<file path="config.mk">
export PLATFORM = sky130hd
export DESIGN_NAME = bounce_gen
export DESIGN_NICKNAME = d
export VERILOG_FILES = /design/src/rtl/bounce_gen.sv
export SDC_FILE = /design/constraint.sdc
export NUM_CORES = 1
export LEC_CHECK = 0
export ABC_AREA = 1
export CORE_MARGIN = 5
export CORE_UTILIZATION = 56
export DETAILED_ROUTE_END_ITERATION = 6
export PLACE_DENSITY = 0.74
export REMOVE_ABC_BUFFERS = 1
export SYNTH_ARGS = -nofsm -noshare
export SYNTH_HDL_FRONTEND = slang
export SYNTH_SLANG_ARGS = --single-unit
</file>
<file path="constraint.sdc">
create_clock -name clk -period 2.2 [get_ports clk]
set_input_delay 0.55 -clock clk [delete_from_list [all_inputs] [get_ports clk]]
set_output_delay 0.55 -clock clk [all_outputs]
set_load 0.02 [all_outputs]
</file>
<file path="src/rtl/bounce_gen.sv">
// Contact-bounce emulator: turns a clean requested level into a deterministic
// noisy waveform, then settles and holds the requested level for a fixed time.
module bounce_gen #(
  parameter int unsigned SETTLE_CYC = 400,
  parameter int unsigned HOLD_CYC   = 100,
  parameter int unsigned GAP_W      = 4,
  parameter logic [15:0] LFSR_SEED  = 16'hACE1
) (
  input  logic clk,
  input  logic reset,
  input  logic in,
  output logic out,
  output logic busy,
  output logic done
);

  localparam int unsigned WinW  = $clog2(SETTLE_CYC + 1);
  localparam int unsigned HoldW = (HOLD_CYC > 1) ? $clog2(HOLD_CYC) : 1;
  localparam int unsigned GapW  = GAP_W + 1;

  localparam logic [WinW-1:0]  WinLoad  = WinW'(SETTLE_CYC - 1);
  localparam logic [HoldW-1:0] HoldLoad = HoldW'(HOLD_CYC - 1);
  // An all-zero seed would lock the LFSR, so it is replaced by 1.
  localparam logic [15:0] SeedEff  = (LFSR_SEED == 16'h0000) ? 16'h0001 : LFSR_SEED;
  // Galois taps for x^16 + x^14 + x^13 + x^11 + 1 (right-shifting form).
  localparam logic [15:0] LfsrTaps = 16'hB400;

  typedef enum logic [1:0] {
    StIdle,
    StBounce,
    StHold
  } state_e;

  state_e           state_q, state_d;
  logic             target_q, target_d;
  logic [WinW-1:0]  win_cnt_q, win_cnt_d;
  logic [GapW-1:0]  gap_cnt_q, gap_cnt_d;
  logic [HoldW-1:0] hold_cnt_q, hold_cnt_d;
  logic [15:0]      lfsr_q, lfsr_d;
  logic             out_q, out_d;
  logic             busy_q, busy_d;
  logic             done_q, done_d;
  logic [GapW-1:0]  gap_reload;

  // Gap length 1..2^GAP_W drawn from the LFSR value before this edge's advance.
  assign gap_reload = {1'b0, lfsr_q[GAP_W-1:0]} + GapW'(1);

  // LFSR next value; it free-runs whenever reset is low.
  always_comb begin
    lfsr_d = lfsr_q >> 1;
    if (lfsr_q[0]) begin
      lfsr_d = lfsr_d ^ LfsrTaps;
    end
  end

  // Next-state and registered-output logic for IDLE / BOUNCE / HOLD.
  always_comb begin
    state_d    = state_q;
    target_d   = target_q;
    win_cnt_d  = win_cnt_q;
    gap_cnt_d  = gap_cnt_q;
    hold_cnt_d = hold_cnt_q;
    out_d      = out_q;
    busy_d     = busy_q;
    done_d     = 1'b0;

    unique case (state_q)
      StIdle: begin
        busy_d = 1'b0;
        if (in != out_q) begin
          state_d   = StBounce;
          target_d  = in;
          win_cnt_d = WinLoad;
          out_d     = ~out_q;
          gap_cnt_d = gap_reload;
          busy_d    = 1'b1;
        end
      end

      StBounce: begin
        busy_d = 1'b1;
        if (win_cnt_q == '0) begin
          out_d      = target_q;
          hold_cnt_d = HoldLoad;
          state_d    = StHold;
        end else begin
          if (gap_cnt_q == GapW'(1)) begin
            out_d     = ~out_q;
            gap_cnt_d = gap_reload;
          end else begin
            gap_cnt_d = gap_cnt_q - GapW'(1);
          end
          // A new request restarts the window instead of counting it down.
          if (in != target_q) begin
            target_d  = in;
            win_cnt_d = WinLoad;
          end else begin
            win_cnt_d = win_cnt_q - WinW'(1);
          end
        end
      end

      StHold: begin
        busy_d = 1'b1;
        if (hold_cnt_q == '0) begin
          done_d  = 1'b1;
          busy_d  = 1'b0;
          state_d = StIdle;
        end else begin
          hold_cnt_d = hold_cnt_q - HoldW'(1);
        end
      end

      default: begin
        state_d = StIdle;
      end
    endcase
  end

  // State and output registers with synchronous active-high reset.
  always_ff @(posedge clk) begin
    if (reset) begin
      state_q    <= StIdle;
      target_q   <= 1'b0;
      win_cnt_q  <= '0;
      gap_cnt_q  <= '0;
      hold_cnt_q <= '0;
      lfsr_q     <= SeedEff;
      out_q      <= 1'b0;
      busy_q     <= 1'b0;
      done_q     <= 1'b0;
    end else begin
      state_q    <= state_d;
      target_q   <= target_d;
      win_cnt_q  <= win_cnt_d;
      gap_cnt_q  <= gap_cnt_d;
      hold_cnt_q <= hold_cnt_d;
      lfsr_q     <= lfsr_d;
      out_q      <= out_d;
      busy_q     <= busy_d;
      done_q     <= done_d;
    end
  end

  assign out  = out_q;
  assign busy = busy_q;
  assign done = done_q;

endmodule
</file>
* Yosys cells after proc, flatten, opt, wreduce, memory -nomap -nowiden
Cells that the tools add are included.
** Word-level totals
- Input port bits :: 3
- Output and inout bits :: 3
- Flip-flop bits (word level) :: 43
** Cells by class
- Add/sub/neg operators :: 4
- Muxes and demuxes :: 28
- Bitwise logic cells :: 3
- Equal/unequal tests :: 12
- Reduce and logical (&&, ||, !) cells :: 12
** Operator list (number)
- $mux W9 :: 3
- $pmux W9 S2 :: 1
- $mux W16 :: 1
- $mux W5 :: 3
- $mux W7 :: 2
- $pmux W7 S2 :: 1
- $ne A2 B2 Y1 const B :: 6
- $reduce_and A3 Y1 :: 4
- $pmux W5 S2 :: 1
- $logic_not A9 Y1 :: 1
- $mux W1 :: 9
- $sub A9 B1 Y9 const B :: 1
- $logic_not A7 Y1 :: 1
- $sub A7 B1 Y7 const B :: 1
- $mux W2 :: 3
- $pmux W2 S3 :: 1
- $add A4 B1 Y5 const B :: 1
- $eq A5 B1 Y1 const B :: 1
- $sub A5 B1 Y5 const B :: 1
- $not A3 Y4 :: 1
- $pmux W1 S2 :: 2
- $reduce_and A4 Y1 :: 1
- $reduce_bool A2 Y1 :: 2
- $ne A3 B3 Y1 const B :: 1
- other kinds (8) :: 10

* Longest topological paths before layout
Gate-level depths: netlist of run 1.
- Depth after elaboration :: 4
- Depth in mapped cells :: 10

* Worst setup path after synthesis of run 1
No wires, ideal clock.
- Kind :: register to register
- Start :: register state_q[1]
- End :: register target_q
- Buffers on the path :: 1
- Required time :: 2.084 ns
- Arrival time :: 1.396 ns
- Library setup time :: 0.116 ns
- Slack :: 0.688 ns
- Stages on the path, launching flop included :: 11
- Cells stage by stage :: dfxtp_1 -> inv_1 -> ha_1 -> or2_2 -> nand2_1 -> inv_2 -> nand2_4 -> inv_4 -> buf_6 -> nor2_1 -> nor2_1
** Between the ends
- Word-level cells in the longest chain between the ends :: 3
** Ends and longest elaborated chain
- start: declaration :: RTL line 34 : state_e state_q, state_d;
- start signal: assignment :: RTL line 123 : state_q <= StIdle;
- start signal: assignment :: RTL line 133 : state_q <= state_d;
- $eq A2 B1 Y1 / $logic_not A2 Y1 (equally long branches) :: RTL line 67 : unique case (state_q)
- $ne A2 B2 Y1 (no source line) / $reduce_bool A2 Y1 (equally long branches)
- $reduce_and A4 Y1 (no source line)
- end signal: assignment :: RTL line 134 : target_q <= target_d;
- end: declaration :: RTL line 35 : logic target_q, target_d;
Several ways; a longest one is shown, not always the timed one.
A chain may end at the register's enable or synchronous reset.

* Worst setup path in the final report of run 1
- Start :: register out_q (netlist: out)
- End :: output port out
** RTL lines
- start: declaration :: RTL line 40 : logic out_q, out_d;
- start signal: assignment :: RTL line 139 : out_q <= out_d;
- end: declaration :: RTL line 12 : output logic out,
No word-level cell between the ends.

==> results of run 1 <==
==> placed cells by master (no fill, tap or decap), drive strengths merged <==
master / synthesis / layout
bufinv: 0 / 2
ha: 12 / 12
nor2: 46 / 46
inv: 35 / 35
nand3: 26 / 26
and3: 1 / 1
xor2: 2 / 2
nand2: 85 / 85
clkinv: 1 / 1
o21ai: 12 / 12
xnor2: 5 / 5
a21oi: 21 / 21
buf: 3 / 3
clkdlybuf4s50: 0 / 5
nand4: 7 / 7
nor3: 3 / 3
nand3b: 1 / 1
or2: 7 / 7
dfxtp: 43 / 43
clkbuf: 4 / 6
==> final timing paths <==
check	start	to	slack (ns)	cells past startpoint
min reg2reg	lfsr_q[4]	lfsr_q[3]	0.41	2
max reg2reg	win_cnt_q[0]	win_cnt_q[0]	0.43	9
min	lfsr_q[4]	lfsr_q[3]	0.41	2
max	out	out	0.35	1
==> power breakdown <==
group	total, mW	switching, mW	internal [mW]
Combinational	1.77	1.13	0.645
Clock	0.722	0.269	0.454
Sequential	1.14	0.167	0.976
==> layout make-up <==
cell class / count / area share
clock buffers: 6 / 0.02973
repair buffers: 8 / 0.03485
well taps: 48 / 0.02460
flip-flops and latches: 43 / 0.3526
inverters: 36 / 0.05638
multi-input cells: 228 / 0.4772
clock inverters: 2 / 0.02460
==> stage by stage <==
stage | cell area (um2) | setup WS [ns] | total power [mW] | utilization
after global routing | 2441 | 0.2449 | 3.995 | 0.6521
after detailed placement | 2308 | 0.09361 | 2.908 | 0.6166
after floorplan | 2163 | 0.5250 | 2.498 | -
after CTS | 2441 | 0.3407 | 3.646 | 0.6521
after global placement | 2308 | 0.1250 | 2.877 | 0.6166
final | 2441 | 0.3496 | 3.639 | 0.6521
==> state kept, by name, summed over array words and instances (netlist names) <==
name	cells
state_q	2
out	1
gap_cnt_q	5
busy	1
win_cnt_q	9
hold_cnt_q	7
target_q	1
done	1
lfsr_q	16
==> cells by family (layout without fill, tap and decap cells) <==
logic type               Yosys count  after routing  synth area share
AND/OR/NAND/NOR                  176            176            0.3573
flip-flops                        43             43            0.3902
buffers and inverters             43             52           0.08167
AO/OA/AOI/OAI                     33             33           0.07487
adder cells (fa/ha/maj)           12             12           0.06806
XOR/XNOR                           7              7           0.02779
==> metal layers <==
metal | part of all wire | track usage | wire length, um | up-vias
met3 | 0.033 | 0.03444 | 142 | 8
met2 | 0.45 | 0.3066 | 1947 | 25
met5 | 0 | 0 | 0 | -
li1 | - | - | - | 1009
met4 | 0.022 | 0.09631 | 93 | 0
met1 | 0.49 | 0.2321 | 2124 | 831
==> cells in the mapped netlist <==
cell      count
buf_6         2
xnor2_1       5
or2_2         7
nor3_1        3
nand3_2       2
nand2_1      79
nand2_2       4
xor2_1        2
o21ai_0      12
nand3b_1      1
clkbuf_1      4
inv_1        33
ha_1         12
nand2_4       2
nand4_1       7
inv_2         1
clkinv_1      1
nor2_1       42
and3_1        1
nor2_2        3
nor2_4        1
buf_2         1
inv_4         1
nand3_1      24
dfxtp_1      43
a21oi_1      21
==> summary.md, run 1 <==
| Metric | Value |
|---|---|
| Status | finished, final reports clean |
| Pre-Repair DR Iteration Count | 4 |
| Clock latency on the worst-skew pair | 0.30 ns |
| Total Routing Usage GR | 0.1867 |
| Slew headroom | 0.5658 |
| Synth area leader | dfxtp_1 |
| Routability Congestion | 0.8170 |
| Top cell type's share of synthesized area | 0.3902 |
| Detailed Route Iter0 Violations | 131 |
| Slowest cell on the critical path | clkdlybuf4s50_1 |
| Num rows | 22 |
| Vias in the first global route | 1808 |
| Final setup fails | 0 |
| CP top delay family | buffers and inverters |
| Postcts setup bufs | 0 |
| Share of layout cells above drive strength 1 | 0.09598 |
| Area Overhead vs Synth | 10.66% |
| Max-cap violations | 0 |
| Vias | 1873 |
| Core Box Area | 3744 um2 |
| Yosys warns | 0 |
| Longest Clk Path Bufs | 2 |
| Number of diodes | 0 |
| Sum of buffers and inverters on the critical path | 1 |
| Seq/Total Area, Yosys | 0.3902 |
| Vias per cell | 5.049 |
| Chip height | 72.76 um |
| Worst vdd ir | 903.9 uV |
| Synthesized cell area | 2206 um2 |
| CP Launch Type | flip-flop |
| Wirelength per Cell | 11.61 um |
| Largest net degree at the start of global routing | 30 |
| Final setup TNS | 0 ns |
| Fmax | 540.4 MHz |
| Final Skew | 0.003518 ns |
| Post_cts resized | 0 |
| Post-DP HPWL | 2946 um |
| Final hold slack | 0.4096 ns |
| Cells after DPL | 363 |
| Max FO, Critical Path | 3 |
| First-pass GRT wire length | 7755 um |
| PortBufs | 5 |
| Max incr delay on CP | 0.62 ns |
| Initial Util | 0.5892 |
| Fin nets | 337 |
| Non-Filler Instances | 371 |
| Synth area leaders | dfxtp_1 39%, nand2_1 13%, nor2_1 7.1%, ha_1 6.8%, inv_1 5.6% |
| Residual DRC | 0 |
| Final period utilization | 0.8411 |
| Root Driver | clkbuf_8 |
| Die span in x | 72.76 um |
| Slew Limit Fails | 0 |
| Cells along the critical path | clkdlybuf4s50_1 |
| Setup crit end kind | output pin |
| Final Hold Fails | 0 |
| Initial antenna violation count | 0 |
| Crit path DAT | 1.30 ns |
| Synth Instances | 314 |
| Post-synthesis cell type count | 26 |
| Worst setup path class | flip-flop to output pin |
| Inserted Clock Buffers | 5 |
| Power Density | 1491 nW/um2 |
| Lkg Pwr | 1.122 nW |
| Worst Max-Slew Pin Slew | 0.6467 ns |
| CTS tree | yes |
| RSZ-0062 raised after global routing | false |
| Clk pin slew, worst setup/hold paths | 0.08 ns |
| Area taken by multi-input logic gates | 1165 um2 |
| Cts hold-fix bufs | 0 |
| FF+latch count, synth | 43 |
| Min cycle time layout | 1.850 ns |
| H-tree levels | 2 |
| Remaining antenna violation count after routing | 0 |
| WL final | 4307 um |
| GRT Residual Overflow | 0 |
| Storage element area | 860.8 um2 |
| Required @ worst endpoint | 1.65 ns |
| Hold/Removal Path Class | flip-flop to flip-flop |
| Number of I/O pins | 6 |
| CTS sink count | 43 |
| Synthesized area per cell | 7.025 um2 |
| Layout fillers | 345 |
| Die Area | 5294 um2 |
No activity file was read; power rests on OpenSTA's default activity.
==> run 2: changes to the inputs <==
- CORE_UTILIZATION: 56 -> 55
- PLACE_DENSITY: 0.74 -> 0.76
- clock period: 2.2 -> 1.5 ns (I/O delays scaled with it)
==> run 2 against run 1 <==
  * Sequential power increased by 47%
  * Die area increased by 1.6%
  * Routed wire length increased by 12%
  * Global-route usage decreased by 0.47 points
  * Non-clock buffer count increased by 36
  * Combinational power increased by 120%
  * Design area increased by 18%
  * Sequential cell count unchanged
==> summary.md, run 2 (synthesis results as in run 1) <==
| Metric | Value |
|---|---|
| Status | finished, final reports clean |
| Initial Util | 0.5595 (-0.02973) |
| Num rows | 23 (+4.5%) |
| Vias in the first global route | 1884 (+4.2%) |
| CTS tree | yes |
| Number of I/O pins | 6 (unchanged) |
| Final setup TNS | 0 ns (unchanged) |
| Worst setup path class | flip-flop to flip-flop |
| M1 WL | 2295 um (+8.1%) |
| Final period utilization | 0.9609 |
| GRT Residual Overflow | 0 (unchanged) |
| PortBufs | 5 (unchanged) |
| Residual DRC | 0 (unchanged) |
| Crit path DAT | 1.68 ns (+0.38 ns) |
| Fin nets | 377 (+12%) |
| Vias per cell | 4.937 (-2.2%) |
| Worst Max-Slew Pin Slew | 0.3775 ns (-0.2692 ns) |
| Commonest non-fill, non-tap cell in the layout | nand2_1 |
| Post-DP HPWL | 3223 um (+9.4%) |
| Root Driver | clkbuf_8 |
| Pre-Repair DR Iteration Count | 4 (unchanged) |
| Max-cap violations | 0 (unchanged) |
| Layout fillers | 281 (-19%) |
| Die Area | 5377 um2 (+1.6%) |
| Power Density | 2162 nW/um2 (+45%) |
| WL final | 4809 um (+12%) |
| Core Box Area | 3943 um2 (+5.3%) |
| Area Overhead vs Synth | 30.57% |
| H-tree levels | 2 (unchanged) |
| Clk pin slew, worst setup/hold paths | 0.08 ns (about the same) |
| Most frequent cells in the layout | 72 x nand2_1, 40 x nor2_1, 37 x dfxtp_1 |
| Required @ worst endpoint | 1.74 ns (+0.09 ns) |
| Longest Clk Path Bufs | 2 (unchanged) |
| Worst vdd ir | 1338 uV (+48%) |
| PnR worst setup slack | 0.05866 ns (-0.2909 ns) |
| Final hold slack | 0.4014 ns (-0.008225 ns) |
| Detailed Route Iter0 Violations | 100 (-24%) |
| Total Routing Usage GR | 0.1820 (-0.004668) |
| Min cycle time layout | 1.441 ns |
| Fmax | 693.8 MHz |
| Biggest register | lfsr_q |
| Met2 WL post-DR | 2260 um (+16%) |
| Die span in x | 73.33 um (+0.78%) |
| Setup crit end kind | flip-flop |
| Number of flip-flops under the largest register name | 16 (unchanged) |
| Number of diodes | 0 (unchanged) |
| Inserted Clock Buffers | 5 (unchanged) |
| Slew headroom | 0.7468 (+0.1810) |
| Final Hold Fails | 0 (unchanged) |
| Routability Congestion | 0.8694 (+6.4%) |
| Slew Limit Fails | 0 (unchanged) |
| Initial antenna violation count | 0 (unchanged) |
| Final Skew | 0.002609 ns (-0.0009096 ns) |
| Final setup fails | 0 (unchanged) |
| Clock latency on the worst-skew pair | 0.30 ns (about the same) |
| Wirelength per Cell | 11.64 um (+0.30%) |
| Largest net degree at the start of global routing | 18 (-40%) |
| Pre-CTS setup slack | -0.3824 ns (-0.4760 ns) |
| CP Launch Type | flip-flop |
| Cts hold-fix bufs | 0 (unchanged) |
| Vias | 2039 (+8.9%) |
| First-pass GRT wire length | 7679 um (-0.98%) |
| Max FO, Critical Path | 3 (unchanged) |
| Top layer in use | met4 |
| CTS sink count | 43 (unchanged) |
| Registers with the most flip-flops | lfsr_q (16), win_cnt_q (9), hold_cnt_q (7) |
| Share of layout cells above drive strength 1 | 0.2810 (+0.1850) |
| Chip height | 73.33 um (+0.78%) |
| Non-Filler Instances | 413 (+11%) |
| Hold/Removal Path Class | flip-flop to flip-flop |
| Lkg Pwr | 1.335 nW (+19%) |
| Routed wl met3 | 143 um (+0.70%) |
| Remaining antenna violation count after routing | 0 (unchanged) |
| Cells after DPL | 393 (+8.3%) |
## run 2: cell count changes in the layout (fill, tap and decap cells not counted), moves of 3 or more
| cell | change |
|---|---|
| buf_4 | +32 |
| nand2_1 | -7 |
| dfxtp_1 | -6 |
| a21oi_1 | -5 |
| a21oi_2 | +5 |
| dfxtp_2 | +5 |
| nand2_2 | +5 |
| buf_6 | +4 |
| clkdlybuf4s50_1 | -4 |
| dlygate4sd2_1 | +4 |
| ha_1 | -4 |
| ha_4 | +4 |
| inv_1 | -4 |
| nand2_4 | +3 |
## run 2: path summary, 6_finish.rpt
check,from,endpoint,slack [ns],cells past startpoint
hold reg to reg,lfsr_q[10],lfsr_q[9],0.40,2
hold / removal,lfsr_q[10],lfsr_q[9],0.40,2
setup / recovery,win_cnt_q[0],win_cnt_q[2],0.06,8
setup reg to reg,win_cnt_q[0],win_cnt_q[2],0.06,8
## run 2: through the flow
step                      instance area [um2]    util  power, mW
after global routing                     2880  0.7306      6.775
after floorplan                          2163       -      3.664
final                                    2880  0.7306      6.228
after detailed placement                 2509  0.6363      4.656
after CTS                                2620  0.6646      5.475
after global placement                   2509  0.6363      4.582
## run 2: layout make-up
class	count	area, um2	area share
clock buffers	6	72.57	0.02520
clock inverters	2	12.51	0.004344
inverters	36	152.6	0.05300
multi-input cells	230	1326	0.4605
flip-flops and latches	43	870.8	0.3023
well taps	50	62.56	0.02172
repair buffers	44	365.4	0.1268
repair inverters	2	17.52	0.006082
## run 2: power breakdown
group          internal, mW  switching (mW)
registers              1.45           0.232
clock network         0.325           0.387
logic                  1.70            2.14
total                  3.47            2.76
## run 2: what timing repair did
item                                    4_1_cts  5_1_grt
buffers inserted                              1        7
gates resized for setup                      15       42
pin swaps                                     2       15
endpoints found under the setup margin       17       25
gates cloned                                  0        4
## run 2: critical path, cell delays in order, from the launching register on
cell,delay [ns]
dfxtp_2,0.35
inv_2,0.05
ha_4,0.16
buf_4,0.12
buf_4,0.13
or2_2,0.28
nand4_1,0.09
nand2_1,0.08
a21oi_2,0.12
## run 2: layer usage
| layer | GRT usage | vias to the layer above |
|---|---|---|
| met2 | 0.2860 | 25 |
| li1 | - | 1088 |
| met4 | 0.08853 | 0 |
| met5 | 0 | - |
| met3 | 0.04104 | 9 |
| met1 | 0.2357 | 917 |
